File: config.mk
export PLATFORM = sky130hd
export DESIGN_NAME = ad7606_capture_v2
export DESIGN_NICKNAME = d
export VERILOG_FILES = /design/src/rtl/ad7606_pkg.sv /design/src/rtl/ad7606_rate_gen.sv /design/src/rtl/ad7606_capture_v2.sv
export SDC_FILE = /design/constraint.sdc
export NUM_CORES = 1
export LEC_CHECK = 0
export CELL_PAD_IN_SITES_DETAIL_PLACEMENT = 0
export CELL_PAD_IN_SITES_GLOBAL_PLACEMENT = 1
export CORE_MARGIN = 4
export CORE_UTILIZATION = 40
export CTS_BUF_LIST = sky130_fd_sc_hd__clkbuf_16
export CTS_CLUSTER_DIAMETER = 30
export DETAILED_ROUTE_END_ITERATION = 7
export PLACE_DENSITY_LB_ADDON = 0.1
export SYNTH_ARGS = -nofsm -noshare
export SYNTH_HDL_FRONTEND = slang
export SYNTH_SLANG_ARGS = --single-unit
export TNS_END_PERCENT = 20
File: constraint.sdc
create_clock -name sys_clk -period 4.05 [get_ports sys_clk]
set_input_delay 0.81 -clock sys_clk [delete_from_list [all_inputs] [get_ports sys_clk]]
set_output_delay 0.81 -clock sys_clk [all_outputs]
set_load 0.02 [all_outputs]
File: src/rtl/ad7606_pkg.sv
// -----------------------------------------------------------------------------
// ad7606_pkg
// Shared definitions for the AD7606 capture engine: frame sequencer state
// encoding, default AD7606 timing constants, OS/RANGE pin encodings and the
// frame period helper.
// -----------------------------------------------------------------------------
package ad7606_pkg;

    // Frame sequencer states.
    typedef enum logic [2:0] {
        S_RST  = 3'd0,
        S_IDLE = 3'd1,
        S_CONV = 3'd2,
        S_WBH  = 3'd3,
        S_WBL  = 3'd4,
        S_RDL  = 3'd5,
        S_RDH  = 3'd6,
        S_DONE = 3'd7
    } state_t;

    // Default AD7606 handshake timing, in system clock cycles.
    localparam int DEF_RESET_CYC        = 10;
    localparam int DEF_CONVST_LOW_CYC   = 5;
    localparam int DEF_RD_LOW_CYC       = 3;
    localparam int DEF_RD_HIGH_CYC      = 2;
    localparam int DEF_BUSY_TIMEOUT_CYC = 1000;

    // OS[2:0] encodings (oversampling ratio).
    localparam logic [2:0] OS_NONE = 3'b000;
    localparam logic [2:0] OS_X2   = 3'b001;
    localparam logic [2:0] OS_X4   = 3'b010;
    localparam logic [2:0] OS_X8   = 3'b011;
    localparam logic [2:0] OS_X16  = 3'b100;
    localparam logic [2:0] OS_X32  = 3'b101;
    localparam logic [2:0] OS_X64  = 3'b110;

    // RANGE pin encodings.
    localparam logic RANGE_5V  = 1'b0;
    localparam logic RANGE_10V = 1'b1;

    // Frame period in clock cycles from clock (MHz) and frame rate (kSPS).
    function automatic int period_cyc(input int clk_mhz, input int rate_ksps);
        return (clk_mhz * 1000) / rate_ksps;
    endfunction

endpackage

File: src/rtl/ad7606_rate_gen.sv
// -----------------------------------------------------------------------------
// ad7606_rate_gen
// Free-running frame-rate counter 0..PERIOD_CYC-1. Runs only while enable is
// high and is held at zero otherwise, so a fresh enable always waits a full
// period before the first tick.
// Ports:
//   clk    in   system clock
//   rst_n  in   synchronous active-low reset
//   enable in   count while high
//   tick   out  high while the count sits at PERIOD_CYC-1
// -----------------------------------------------------------------------------
module ad7606_rate_gen #(
    parameter int PERIOD_CYC = 5000
) (
    input  logic clk,
    input  logic rst_n,
    input  logic enable,
    output logic tick
);

    localparam logic [31:0] LAST = 32'(PERIOD_CYC - 1);

    logic [31:0] cnt_r;

    // Period counter, cleared whenever conversions are disabled.
    always_ff @(posedge clk) begin
        if (!rst_n) begin
            cnt_r <= 32'd0;
        end else if (!enable) begin
            cnt_r <= 32'd0;
        end else if (cnt_r == LAST) begin
            cnt_r <= 32'd0;
        end else begin
            cnt_r <= cnt_r + 32'd1;
        end
    end

    assign tick = enable && (cnt_r == LAST);

endmodule

File: src/rtl/ad7606_capture_v2.sv
// -----------------------------------------------------------------------------
// ad7606_capture_v2
// AD7606 parallel-bus capture engine. Paces conversions from an internal rate
// generator, runs the CONVST/BUSY/CS/RD handshake, reads NUM_CH words into a
// shadow buffer and publishes them atomically on ch_data_out.
// Optional feature macro: ADC_FRAME_CNT_EN (frame_cnt counts completed frames;
// when undefined frame_cnt is tied to zero).
// Ports:
//   sys_clk, rst_n          clock, synchronous active-low reset
//   adc_enable              run conversions while high
//   os_sel, range_sel       OS ratio / range requests, latched at frame start
//   err_clr                 clears sticky busy_timeout
//   adc_reset, adc_convst   AD7606 RESET / CONVST_A+B
//   adc_os, adc_range       AD7606 OS[2:0] / RANGE
//   adc_busy                AD7606 BUSY (asynchronous)
//   adc_cs_n, adc_rd_n      chip select / read strobe
//   adc_data                parallel data bus
//   ch_data_out             channel k in bits [16k+15:16k]
//   frame_valid, overrun    one-cycle pulses
//   busy_timeout            sticky BUSY timeout error
//   frame_cnt               completed frame counter
// -----------------------------------------------------------------------------
module ad7606_capture_v2 import ad7606_pkg::*; #(
    parameter int FPGA_CLOCK_FREQ   = 100,
    parameter int ADC_SAMPLING_RATE = 20,
    parameter int NUM_CH            = 8,
    parameter int RESET_CYC         = DEF_RESET_CYC,
    parameter int CONVST_LOW_CYC    = DEF_CONVST_LOW_CYC,
    parameter int RD_LOW_CYC        = DEF_RD_LOW_CYC,
    parameter int RD_HIGH_CYC       = DEF_RD_HIGH_CYC,
    parameter int BUSY_TIMEOUT_CYC  = DEF_BUSY_TIMEOUT_CYC
) (
    input  logic                  sys_clk,
    input  logic                  rst_n,
    input  logic                  adc_enable,
    input  logic [2:0]            os_sel,
    input  logic                  range_sel,
    input  logic                  err_clr,
    output logic                  adc_reset,
    output logic                  adc_convst,
    output logic [2:0]            adc_os,
    output logic                  adc_range,
    input  logic                  adc_busy,
    output logic                  adc_cs_n,
    output logic                  adc_rd_n,
    input  logic [15:0]           adc_data,
    output logic [NUM_CH*16-1:0]  ch_data_out,
    output logic                  frame_valid,
    output logic                  busy_timeout,
    output logic                  overrun,
    output logic [31:0]           frame_cnt
);

    localparam int          PERIOD_CYC = period_cyc(FPGA_CLOCK_FREQ, ADC_SAMPLING_RATE);
    localparam logic [15:0] RST_LAST   = 16'(RESET_CYC - 1);
    localparam logic [15:0] CONV_LAST  = 16'(CONVST_LOW_CYC - 1);
    localparam logic [15:0] RDL_LAST   = 16'(RD_LOW_CYC - 1);
    localparam logic [15:0] RDH_LAST   = 16'(RD_HIGH_CYC - 1);
    localparam logic [31:0] TO_LAST    = 32'(BUSY_TIMEOUT_CYC - 1);
    localparam logic [2:0]  IDX_LAST   = 3'(NUM_CH - 1);

    state_t      state_r;
    logic [15:0] tmr_r;
    logic [31:0] to_cnt_r;
    logic [2:0]  idx_r;
    logic [15:0] shadow_r [NUM_CH];
    logic        busy_meta_r;
    logic        busy_s;
    logic        tick_s;

    ad7606_rate_gen #(
        .PERIOD_CYC (PERIOD_CYC)
    ) u_rate_gen (
        .clk    (sys_clk),
        .rst_n  (rst_n),
        .enable (adc_enable),
        .tick   (tick_s)
    );

    // Two-flop synchroniser for the asynchronous BUSY pin.
    always_ff @(posedge sys_clk) begin
        if (!rst_n) begin
            busy_meta_r <= 1'b0;
            busy_s      <= 1'b0;
        end else begin
            busy_meta_r <= adc_busy;
            busy_s      <= busy_meta_r;
        end
    end

    // Frame sequencer: handshake, timeout recovery and all registered outputs.
    always_ff @(posedge sys_clk) begin
        if (!rst_n) begin
            state_r      <= S_RST;
            tmr_r        <= 16'd0;
            to_cnt_r     <= 32'd0;
            idx_r        <= 3'd0;
            adc_reset    <= 1'b1;
            adc_convst   <= 1'b1;
            adc_cs_n     <= 1'b1;
            adc_rd_n     <= 1'b1;
            adc_os       <= OS_NONE;
            adc_range    <= RANGE_5V;
            ch_data_out  <= {(NUM_CH*16){1'b0}};
            frame_valid  <= 1'b0;
            busy_timeout <= 1'b0;
            overrun      <= 1'b0;
            for (int k = 0; k < NUM_CH; k++) begin
                shadow_r[k] <= 16'h0000;
            end
        end else begin
            frame_valid <= 1'b0;
            // A tick is only consumed in S_IDLE; anywhere else it is dropped.
            overrun     <= tick_s && (state_r != S_IDLE);
            // A timeout raised below in the same cycle overrides this clear.
            if (err_clr) begin
                busy_timeout <= 1'b0;
            end else begin
                busy_timeout <= busy_timeout;
            end

            case (state_r)
                S_RST: begin
                    if (tmr_r == RST_LAST) begin
                        adc_reset <= 1'b0;
                        tmr_r     <= 16'd0;
                        state_r   <= S_IDLE;
                    end else begin
                        tmr_r <= tmr_r + 16'd1;
                    end
                end
                S_IDLE: begin
                    if (tick_s) begin
                        adc_os     <= os_sel;
                        adc_range  <= range_sel;
                        adc_convst <= 1'b0;
                        tmr_r      <= 16'd0;
                        state_r    <= S_CONV;
                    end else begin
                        state_r <= S_IDLE;
                    end
                end
                S_CONV: begin
                    if (tmr_r == CONV_LAST) begin
                        adc_convst <= 1'b1;
                        to_cnt_r   <= 32'd0;
                        state_r    <= S_WBH;
                    end else begin
                        tmr_r <= tmr_r + 16'd1;
                    end
                end
                // One timeout counter spans both BUSY wait states.
                S_WBH: begin
                    if (to_cnt_r == TO_LAST) begin
                        busy_timeout <= 1'b1;
                        adc_reset    <= 1'b1;
                        tmr_r        <= 16'd0;
                        state_r      <= S_RST;
                    end else begin
                        to_cnt_r <= to_cnt_r + 32'd1;
                        if (busy_s) begin
                            state_r <= S_WBL;
                        end else begin
                            state_r <= S_WBH;
                        end
                    end
                end
                S_WBL: begin
                    if (to_cnt_r == TO_LAST) begin
                        busy_timeout <= 1'b1;
                        adc_reset    <= 1'b1;
                        tmr_r        <= 16'd0;
                        state_r      <= S_RST;
                    end else begin
                        to_cnt_r <= to_cnt_r + 32'd1;
                        if (!busy_s) begin
                            adc_cs_n <= 1'b0;
                            adc_rd_n <= 1'b0;
                            idx_r    <= 3'd0;
                            tmr_r    <= 16'd0;
                            state_r  <= S_RDL;
                        end else begin
                            state_r <= S_WBL;
                        end
                    end
                end
                S_RDL: begin
                    if (tmr_r == RDL_LAST) begin
                        shadow_r[idx_r] <= adc_data;
                        adc_rd_n        <= 1'b1;
                        tmr_r           <= 16'd0;
                        state_r         <= S_RDH;
                    end else begin
                        tmr_r <= tmr_r + 16'd1;
                    end
                end
                S_RDH: begin
                    if (tmr_r == RDH_LAST) begin
                        tmr_r <= 16'd0;
                        if (idx_r == IDX_LAST) begin
                            state_r <= S_DONE;
                        end else begin
                            idx_r    <= idx_r + 3'd1;
                            adc_rd_n <= 1'b0;
                            state_r  <= S_RDL;
                        end
                    end else begin
                        tmr_r <= tmr_r + 16'd1;
                    end
                end
                S_DONE: begin
                    adc_cs_n <= 1'b1;
                    for (int k = 0; k < NUM_CH; k++) begin
                        ch_data_out[16*k +: 16] <= shadow_r[k];
                    end
                    frame_valid <= 1'b1;
                    state_r     <= S_IDLE;
                end
                default: begin
                    adc_reset  <= 1'b1;
                    adc_convst <= 1'b1;
                    adc_cs_n   <= 1'b1;
                    adc_rd_n   <= 1'b1;
                    tmr_r      <= 16'd0;
                    state_r    <= S_RST;
                end
            endcase
        end
    end

`ifdef ADC_FRAME_CNT_EN
    logic [31:0] frame_cnt_r;

    // Completed-frame counter, stepping with frame_valid and wrapping at 2^32.
    always_ff @(posedge sys_clk) begin
        if (!rst_n) begin
            frame_cnt_r <= 32'd0;
        end else if (state_r == S_DONE) begin
            frame_cnt_r <= frame_cnt_r + 32'd1;
        end else begin
            frame_cnt_r <= frame_cnt_r;
        end
    end

    assign frame_cnt = frame_cnt_r;
`else
    assign frame_cnt = 32'd0;
`endif

endmodule
==> impl_results.md, run 1 <==
* Worst rel slew slack at 0.424
* Syn-to-layout area delta at 32.0%
* Final antenna-violating net count at 0
* Pwr Density at approximately 540 mW/mm^2
* Antenna violations before repair at 0
* HPWL Detailed at approximately 24 mm
* First drt pass iteration count at 5
* MaxCap Viol Count at 0
* Clk pwr share at 0.623
* Wire per inst at approximately 17 um
* Fin worst setup slack at 0.678 ns
* Post-CTS setup buffer count at 0
* Hold buffers post-CTS at 0
* Clock Latency Late Sink at roughly 0.59 ns
* Setup slack at placement at 0.664 ns
* Cell with the most instances after synthesis: nand2_1
* DRC violations left at 0
* Core Footprint at approximately 0.037 mm^2
* Initial core utilization at 0.407
* Root buf cell: clkbuf_16
* CTS buffer count at between 80 and 90
* # fillers at 3305
* Switching power of the nets at between 2 and 2.5 mW
* First-pass GRT wire length at approximately 60 mm
* CTS tree: built
* Inserted Diodes at 0
* Setup crit start kind: register
* I/O Buffers at 163
* Synth async-reset ratio at 0
* Clock skew at approximately 0.024 ns
* Mapped Area at between 0.01 and 0.015 mm^2
* Critical path type: register to register
* Largest cells by area after synthesis: dfxtp_1 30%, edfxtp_1 26%, nand2_1 7.7%
* Vias per cell at around 5.1
* Setup TNS at 0 ns
* Post-route minimum period at roughly 3.4 ns
* Vias in the first global route at about 11k
* Vias at between 10k and 15k
* Crit Path Max Fanout at 17
* Predominant post-synthesis flop cell: dfxtp_1
* Post-CTS sizing at 0
* Synth top area share at 0.304
* Reg-to-Reg Start: tmr_r[10]
* Placed insts at around 2.1k
* Gate power share at 0.020
* Final hold viol count at 0
* IO Pins at about 200
* Worst-Margin Slew at between 0.8 and 0.9 ns
* Largest net degree at the start of global routing at between 150 and 200
* Worst hold start: busy_meta_r
* Maximum buffer depth of the clock tree at 3
* Fin. max-slew vios at 0
* Commonest cells in the netlist: 308 x nand2_1, 227 x dfxtp_1, 135 x and2_1
* P_leak at 7.05 nW
* CP arrival at about 3.6 ns
* Clk sinks at 355
* Post-synthesis sequential area ratio at 0.561
* WL met3 at between 1.5 and 2 mm
* Achievable frequency at 0.297 GHz
* Final Non-Filler Cells at about 2.2k
* Status: finished clean
* Post-synth EDFFs at 128
* Setup violators final at 0
* Die Wd at 201 um
* Tot Pwr at 10.6 mW
* GRT Overall Usage at 0.185
* Layout cells sized above 1 at 0.101
* Ys Warns at 0
* Total grt overflow at 0
* Cell Int Power at ~8.3 mW
* Crit. End Element: register
* FF/Latch Area at 0.00839 mm^2
* Syn Area/Cell at about 10 um^2
* Flop pwr share at 0.357
* Maximum vdd ir drop at 333 uV
* Synthesized netlist cell count at between 1k and 1.5k
* Wl on met1 at approximately 18 mm
* Routed wire length at ~38 mm
* CP Launch Point: tmr_r[10]
* Starting DRC count in detailed routing at approximately 670
* DIE AREA at 0.0405 mm^2
* Hold Crit Class: register to register
* Yosys top cell by area: dfxtp_1
* Sw frac at 0.209
* Multi-input gate area in the final layout at approximately 0.0061 mm^2
* Final net count at 1710
* Core Rows at 70
* Top sig layer: met4
* Chip height at between 200 and 250 um
* Unique masters post-synth at 67
* Met2 wire len at ~18 mm
* Clock slew at reported path FFs at approximately 0.040 ns
* Routability cong. at 0.808
* Number of H-tree levels at 3
* Data required time of the worst path at 4.26 ns
* Post-synthesis register bit count at ~360
* RSZ-0062 raised after global routing: false
* Period utilization at 0.832
## power groups by stage
stage,Clock [mW],Sequential [mW],Combinational [mW]
final,6.58,3.77,0.207
after floorplan,0,3.82,0.135
after global placement,0,3.83,0.208
after global routing,6.92,3.77,0.222
after detailed placement,0,3.83,0.208
after CTS,6.70,3.77,0.209
## sequential cells by signal, indices dropped and copies added (netlist names), 3 cells and up
signal,cells
u_rate_gen.cnt_r,32
tmr_r,16
ch_data_out,128
shadow_r,128
state_r,3
idx_r,3
to_cnt_r,32
adc_os,3
## critical path, cell delays in order, from the launching register on
cell and delay [ns]:
dfxtp_1 0.34, or4_4 0.58, nor4_1 0.47, and2_2 0.29, nand4b_4 0.24, nor3_4 0.44, nand2b_1 0.65
## cells by family after synthesis
| family | Yosys count | synth area share |
|---|---|---|
| AND/OR/NAND/NOR | 702 | 0.240 |
| flip-flops | 355 | 0.561 |
| AO/OA/AOI/OAI | 241 | 0.115 |
| buffers and inverters | 128 | 0.0420 |
| XOR/XNOR | 52 | 0.0305 |
| adder cells (fa/ha/maj) | 8 | 0.00670 |
| multiplexers | 6 | 0.00402 |
| other | 1 | 0.000251 |
## worst paths after layout
kind,end,slack (ns),cells after the start
setup reg to reg,shadow_r[0][5],0.68,6
hold / removal,busy_s,0.43,1
setup / recovery,shadow_r[0][5],0.68,6
hold reg to reg,busy_s,0.43,1
## cells in the final DEF, fill, tap and decap left out, types with 4 or more instances in the layout
master / count
a211oi_1: 6
a21boi_0: 132
a21oi_1: 26
a31o_2: 9
a32o_1: 5
and2_1: 135
and3_1: 19
and4_1: 6
and4b_1: 10
buf_4: 12
bufinv_16: 10
clkbuf_16: 88
clkdlybuf4s50_1: 162
clkinv_1: 10
clkinv_2: 18
conb_1: 32
dfxtp_1: 227
edfxtp_1: 128
ha_1: 8
inv_1: 34
mux2i_1: 6
nand2_1: 308
nand2b_1: 8
nand3_1: 35
nand4_1: 26
nor2_1: 71
nor2_4: 7
nor2b_1: 10
nor3_1: 10
nor3b_1: 5
nor4_1: 21
nor4b_1: 5
o21ai_0: 26
o21ai_1: 4
o31ai_1: 6
or3_1: 5
or4_1: 4
xnor2_1: 27
xor2_1: 25
## metrics by stage
step / hold slack (ns) / util / instance area, um^2
after floorplan: 0.412 / - / 15100
after global placement: 0.422 / 0.460 / 16900
after detailed placement: 0.422 / 0.460 / 16900
after CTS: 0.431 / 0.537 / 19700
after global routing: 0.457 / 0.537 / 19700
final: 0.430 / 0.537 / 19700
## layout make-up
class | count | share of cell area
inverter | 16 | 0.00305
tap | 468 | 0.0297
timing repair buffer | 177 | 0.0898
clock buffer | 88 | 0.112
sequential | 355 | 0.425
multi-input combinational | 1041 | 0.308
clock inverter | 67 | 0.0325
## layer usage
layer | GRT usage | up-vias
li1 | - | 5495
met1 | 0.251 | 5358
met4 | 0.0652 | 0
met3 | 0.0432 | 76
met2 | 0.294 | 255
met5 | 0 | -
(Power assumes the default switching activity.)
==> run 2, diff against run 1 <==
- CORE_UTILIZATION: 40 -> 39
- clock period: 4.05 -> 2.84 ns (I/O delays scaled with it)
==> run 2 against run 1 <==
Cell area rose by 3.6%; cell count increased by 4.2%; sequential power grew 43%; fmax increased by 30%; clock skew grew 0.0089 ns; critical path depth rose by 1; routed wire length rose by 3.0%; combinational power is 50% higher; setup slack got worse by 0.42 ns; register-to-register slack worse by 0.42 ns; clock-buffer cell count rose by 4; via count rose by 1.4%; largest cell class unchanged.
==> impl_results.md, run 2 (synthesized netlist as in run 1, its figures left out) <==
* Status: finished clean
* Vias per cell at a little under 5
* Setup crit start kind: register
* Post-CTS sizing at 0
* Setup slack at placement at about 0.2 ns
* Final hold viol count at 0
* Maximum buffer depth of the clock tree at 3
* Data required time of the worst path at between 3 and 4 ns
* Chip height at 204 um
* MaxCap Viol Count at 0
* Root buf cell: clkbuf_16
* Initial core utilization at 0.396
* I/O Buffers at ~160
* Top Registers: ch_data_out x128, shadow_r x128
* Syn-to-layout area delta at 36.7%
* Most common cell after layout, fill and taps aside: nand2_1
* CP arrival at 2.89 ns
* Hold Crit Class: input pin to register
* Fin worst setup slack at ~0.26 ns
* First-pass GRT wire length at 62.2 mm
* Routed wire length at approximately 40 mm
* Worst-Margin Slew at 0.749 ns
* Pwr Density at around 780 mW/mm^2
* Vias at ~11k
* Setup TNS at 0 ns
* Final Util at 0.541
* Die Wd at 204 um
* DIE AREA at between 0.04 and 0.05 mm^2
* Worst hold slack at 0.328 ns
* Final Non-Filler Cells at between 2k and 2.5k
* Post-route minimum period at ~2.6 ns
* GRT Overall Usage at 0.187
* Clock skew at roughly 0.033 ns
* Worst rel slew slack at 0.499
* Routing usage on met1 at 0.254
* Placed insts at between 2k and 2.5k
* Maximum vdd ir drop at between 400 and 500 uV
* Vias in the first global route at between 10k and 15k
* Hold buffers post-CTS at 0
* GRT Max-Usage Layer: met2
* Wire per inst at 17.1 um
* Achievable frequency at 0.387 GHz
* HPWL Detailed at 25.0 mm
* Layout cells sized above 1 at 0.124
* Period utilization at 0.910
* IO Pins at around 200
* Setup violators final at 0
* Fin. max-slew vios at 0
* CTS tree: built
* Routability cong. at between 0.8 and 0.9
* Multi-input gate area in the final layout at ~0.006 mm^2
* RSZ-0062 raised after global routing: false
* Final net count at roughly 1.8k
* # fillers at 3375
* Crit. End Element: register
* Post-CTS setup buffer count at 0
* Met3 usage at 0.0413
* Critical path type: register to register
* First drt pass iteration count at 5
* Final antenna-violating net count at 0
* CTS buffer count at 90
* Global routing usage on met2 at 0.301
* Antenna violations before repair at 1
* Core Footprint at 0.0378 mm^2
* Crit Path Max Fanout at 9
* Core Rows at 71
* FF/Latch Area at 0.00839 mm^2
* Starting DRC count in detailed routing at between 600 and 700
* Total grt overflow at 0
* Clk sinks at between 300 and 400
* Largest net degree at the start of global routing at between 90 and 100
* Commonest non-fill, non-tap cells in the layout: 308 x nand2_1, 227 x dfxtp_1, 162 x clkdlybuf4s50_1
* Clock slew at reported path FFs at ~0.050 ns
* Clock Latency Late Sink at about 0.6 ns
* DRC violations left at 0
* P_leak at 7.36 nW
* Number of H-tree levels at 3
[run 2: metal layers]
| layer | vias to the layer above | routed length, um | part of all wire |
|---|---|---|---|
| li1 | 5594 | - | - |
| met1 | 5432 | 18100 | 0.46 |
| met2 | 255 | 18700 | 0.47 |
| met3 | 59 | 1950 | 0.049 |
| met4 | 0 | 708 | 0.018 |
| met5 | - | 0 | 0 |
[run 2: area by class of cell]
type / instances / share of cell area
Antenna cell: 1 / 0.000123
Inverter: 16 / 0.00294
Multi-Input combinational cell: 1041 / 0.297
Timing Repair Buffer: 213 / 0.104
Clock inverter: 77 / 0.0407
Tap cell: 511 / 0.0313
Sequential cell: 355 / 0.411
Clock buffer: 92 / 0.113
[run 2: worst max-delay path, cell delays in order, from the launching register on]
cell and delay, ns:
dfxtp_1 0.35, or4_4 0.58, nor4_2 0.33, and2_2 0.25, nand4b_4 0.26, nor3_4 0.20
nand2b_1 0.14, buf_4 0.18
[run 2: path summary, 6_finish.rpt]
path	start	end	slack, ns	cells after the start
worst max-delay path	tmr_r[10]	shadow_r[0][9]	0.26	7
worst min-delay path	rst_n	adc_cs_n	0.33	2
worst max register to register	tmr_r[10]	shadow_r[0][9]	0.26	7
worst min register to register	busy_meta_r	busy_s	0.42	1
[run 2: power by group]
group,switching (mW),internal (mW)
Sequential,0.0281,5.35
Combinational,0.216,0.0934
Clock,3.20,6.98
[run 2: metrics by stage]
step                      power (mW)  area, um^2
after detailed placement        5.77       17300
after global routing            16.4       20400
after global placement          5.77       17300
final                           15.9       20400
after CTS                       16.0       20400
after floorplan                 5.65       15100
